## src/rtl/perf_counter_bank.sv

```systemverilog
// perf_counter_bank: per-channel OFF/FREE/EVENT/UNTIL counters with sticky overflow, coherent snapshot and registered readback.
// Define PERF_SATURATE_EN to saturate at all-ones instead of wrapping.
module perf_counter_bank #(
  parameter int WIDTH    = 16,
  parameter int CHANNELS = 4,
  parameter int SEL_W    = 2
) (
  input  logic                clock,
  input  logic                reset,
  input  logic [CHANNELS-1:0] events,
  input  logic [CHANNELS-1:0] clear,
  input  logic                cfg_we,
  input  logic [SEL_W-1:0]    cfg_ch,
  input  logic [1:0]          cfg_mode,
  input  logic                snap,
  input  logic [SEL_W-1:0]    rd_sel,
  output logic [WIDTH-1:0]    rd_data,
  output logic                rd_stopped,
  output logic [CHANNELS-1:0] overflow
);
  typedef enum logic [1:0] {IDLE, COUNTING, STOPPED} state_t;
  localparam logic [1:0] OFF = 2'b00, FREE = 2'b01, UNTIL = 2'b11;
  logic [WIDTH-1:0] cnt [CHANNELS];
  logic [WIDTH-1:0] shadow [CHANNELS];
  logic [1:0] mode [CHANNELS];
  state_t st [CHANNELS];
  logic [CHANNELS-1:0] wr, inc, stop;
  logic [WIDTH-1:0] rd_mux;
  logic rd_stop_mux;
  always_comb begin
    wr = '0;
    inc = '0;
    stop = '0;
    rd_mux = '0;
    rd_stop_mux = 1'b0;
    for (int i = 0; i < CHANNELS; i++) begin
      wr[i] = cfg_we && cfg_ch == SEL_W'(i);
      inc[i] = st[i] == COUNTING && (mode[i] == FREE || (mode[i][1] && events[i]));
      stop[i] = st[i] == COUNTING && mode[i] == UNTIL && !events[i];
      rd_mux = rd_sel == SEL_W'(i) ? shadow[i] : rd_mux;
      rd_stop_mux = rd_sel == SEL_W'(i) ? st[i] == STOPPED : rd_stop_mux;
    end
  end
  // A mode write restarts the FSM but never increments on its own edge.
  always_ff @(posedge clock or negedge reset) begin
    if (!reset) begin
      for (int i = 0; i < CHANNELS; i++) begin
        cnt[i] <= '0;
        shadow[i] <= '0;
        mode[i] <= OFF;
        st[i] <= IDLE;
      end
      overflow <= '0;
      rd_data <= '0;
      rd_stopped <= 1'b0;
    end else begin
      rd_data <= rd_mux;
      rd_stopped <= rd_stop_mux;
      for (int i = 0; i < CHANNELS; i++) begin
        if (snap) shadow[i] <= cnt[i];
        if (wr[i]) mode[i] <= cfg_mode;
        if (wr[i] || clear[i]) st[i] <= ((wr[i] ? cfg_mode : mode[i]) == OFF) ? IDLE : COUNTING;
        else if (stop[i]) st[i] <= STOPPED;
        if (clear[i]) begin
          cnt[i] <= '0;
          overflow[i] <= 1'b0;
        end else if (inc[i] && !wr[i]) begin
`ifdef PERF_SATURATE_EN
          if (!(&cnt[i])) cnt[i] <= cnt[i] + 1'b1;
`else
          cnt[i] <= cnt[i] + 1'b1;
`endif
          if (&cnt[i]) overflow[i] <= 1'b1;
        end
      end
    end
  end
endmodule

```

## config.mk

```make
export PLATFORM = sky130hd
export DESIGN_NAME = perf_counter_bank
export DESIGN_NICKNAME = d
export VERILOG_FILES = /design/src/rtl/perf_counter_bank.sv
export SDC_FILE = /design/constraint.sdc
export NUM_CORES = 1
export LEC_CHECK = 0
export BUFFER_PORTS_ARGS = -buffer_cell sky130_fd_sc_hd__buf_2
export CORE_ASPECT_RATIO = 2
export CORE_MARGIN = 8
export CORE_UTILIZATION = 55
export DETAILED_ROUTE_END_ITERATION = 16
export PLACE_DENSITY = 0.76
export RECOVER_POWER = 100
export SETUP_SLACK_MARGIN = 0.05
export SLEW_MARGIN = 20
export SYNTH_ARGS = -nofsm -noshare
export SYNTH_HDL_FRONTEND = slang
export SYNTH_SLANG_ARGS = --single-unit
```

## constraint.sdc

```tcl
create_clock -name clock -period 2.1 [get_ports clock]
set_input_delay 0 -clock clock [delete_from_list [all_inputs] [get_ports clock]]
set_output_delay 0 -clock clock [all_outputs]
set_load 0.05 [all_outputs]
```

==> reports/results.ini <==
[route]
drtPass1Iterations=6
finalWirelength_mm=17.8
dr_total_vias=5473
ant_nets=0
drt-wirelength-per-cell_um=21.0
first_iter_violations=335
drc_errors=0
viasPerCell=6.45

[final_layout]
layout_common_cells=dfrtp_1 (164), mux2_2 (67), a21oi_1 (50), nor2_1 (35), clkbuf_1 (30)
final_common_cell=dfrtp_1
postLayoutCellArea_um2=8620
post-route-util=0.645
diodes=0
area_growth_pct=15.4
drive_above_1_share=0.219
layout.nets=702

[placed_design]
dpl-instance-area_um2=7920
dp_hpwl_mm=12.5
portBuffers=38
place_congestion=0.885

[setup_path]
cp_max_fo=13
crit_type=reg2reg
required_ns=2.44
r2r_start=st[7]
worstSetupEndpointType=flop
crit_arrival_ns=2.38
worstReg2RegEnd=cnt[63]
startpoint_type=flop
r2r_slack_ns=0.06
rr_worst_depth=5

[logic_synthesis]
ys_types=41
synth_nets=640
synth_largest_area_cell=dfrtp_1
synth_flop_cell=dfrtp_1
avgSynthCellArea_um2=12.1
synth_async_sr_flop_share=1.00
synth_area_um2=7460
yosysSeqAreaShare=0.553
netlist_top_cells_area=dfrtp_1 (55%), mux2_2 (11%), mux4_2 (4.8%)
synth_seq_cells=165
synthCells=618
synth_top_area_share=0.553
synth_edf_count=0
yosys_warnings=0

[timing]
period_share=0.972
timing.fmax_mhz=490
min_period_ns=2.04
timing.final.hold_violations=0
slew_headroom=0.0437
finalHoldWorstSlack_ns=0.119
worstMarginPinSlew_ns=1.43
rsz0062_at_grt=true
skew_ns=0.00917
final.setup.tns_ns=0
finalMaxSlewViolations=0
finalSetupViolations=0

[job]
max-cap-violations=0

[power_and_ir_drop]
pwr_density_cell_nw_per_um2=837
irDropWorstVdd_uv=551
leakage_nw=3.75
p_total_mw=7.22

[clocking]
numCtsBuffers=17
root_buffer=clkbuf_16
clock_latency_ns=0.43
cts_tree=built
clk_pin_slew_worst_paths_ns=0.07
clockBufferDepth=2
clkSinkCount=165
cts_setup_buffers=0
htree_levels=4

[floorplanning]
initial_core_util=0.559
dieArea_um2=17800
rows=60
core_area_um2=13400
chipWidth_um=98.4
die_y_um=181
io_pins=39

[worst_hold_path]
whs_path_depth=2
hold_path.class=in2reg
whs_endpoint=rd_stopped
min_from=rd_sel[1]

[global_route]
grt_overflow=0
grt_pass1_wl_mm=29.6
grt_use_total=0.210
grt_max_degree=65
grt_pass1_vias=5788
grt_antenna_before_repair=0

[status]
outcome=complete, no violations

-- kinds of logic (layout without fill, tap and decap cells) --
logic type / count (synthesis) / in the layout / synth area share
AO/OA/AOI/OAI: 99 / 99 / 0.0773
XOR/XNOR: 18 / 18 / 0.0211
adder cells (fa/ha/maj): 4 / 4 / 0.00670
buffers and inverters: 42 / 117 / 0.0236
flip-flops: 165 / 165 / 0.553
multiplexers: 99 / 99 / 0.172
AND/OR/NAND/NOR: 191 / 191 / 0.146
-- flip-flops by register name (all words and copies together) (netlist names) --
name	flops
st	8
rd_stopped	1
mode	8
shadow	64
rd_data	16
overflow	4
cnt	64
-- final cells by class --
cell class,count,area [um2]
Clock buffer,18,439
Clock inverter,14,149
Sequential cell,165,4130
Inverter,11,41.3
Fill cell,998,4750
Tap cell,155,194
Timing Repair Buffer,74,480
Multi-Input combinational cell,411,3180
-- cell usage after synthesis, types with 4 or more instances --
library cell  instances
ha_1                  4
inv_1                11
or3_1                19
and4_1                6
mux2i_1               7
mux2_2               75
o31ai_1              26
mux4_2               16
xor2_1                8
nor2_1               35
xnor2_1              10
and3_1                6
nand2_1              27
nand3_1              19
a21oi_1              50
nor3_1                9
dfrtp_1             165
nor4_1                7
o21ai_0              18
nand4_1              17
or4_1                27
clkbuf_1             24
-- critical path, stage by stage, from the launching register on --
cell and delay (ns):
dfrtp_1 0.44, nand2b_4 0.18, or4_1 0.53, buf_6 0.17, or4b_1 0.47, a21oi_1 0.17
-- through the flow --
step / setup WS [ns] / std cells
finish: 0.0579 / 848
global route: 0.0162 / 848
CTS: 0.0893 / 848
detailed placement: 0.0813 / 802
global placement: 0.151 / 802
floorplan: 0.139 / 618
-- layer usage --
metal	GRT usage	vias up	part of all wire
li1	-	2451	-
met1	0.219	2810	0.37
met2	0.384	164	0.56
met3	0.0377	48	0.038
met4	0.114	0	0.032
met5	0	-	0
-- report_power, final --
group / switching, mW / internal (mW)
Sequential: 0.131 / 3.31
Clock: 1.31 / 1.79
Combinational: 0.391 / 0.278
-- how the worst max path moves through the flow --
stage,from,to,slack [ns],depth (start not counted)
after floorplan,cnt[35],cnt[43],0.14,5
after global placement,st[7],cnt[63],0.15,5
after detailed placement,st[7],cnt[63],0.08,5
after CTS,cnt[36],cnt[46],0.09,4
after global routing,cfg_ch[0],cnt[22],0.02,7
final,st[7],cnt[63],0.06,5
-- timing repair --
action,CTS,global route
hold buffers,14,0
endpoints found under the hold margin,168,0
pin swaps,0,1
resized for setup,1,8
setup endpoints to repair,1,19
No activity file was read; power rests on OpenSTA's default activity.
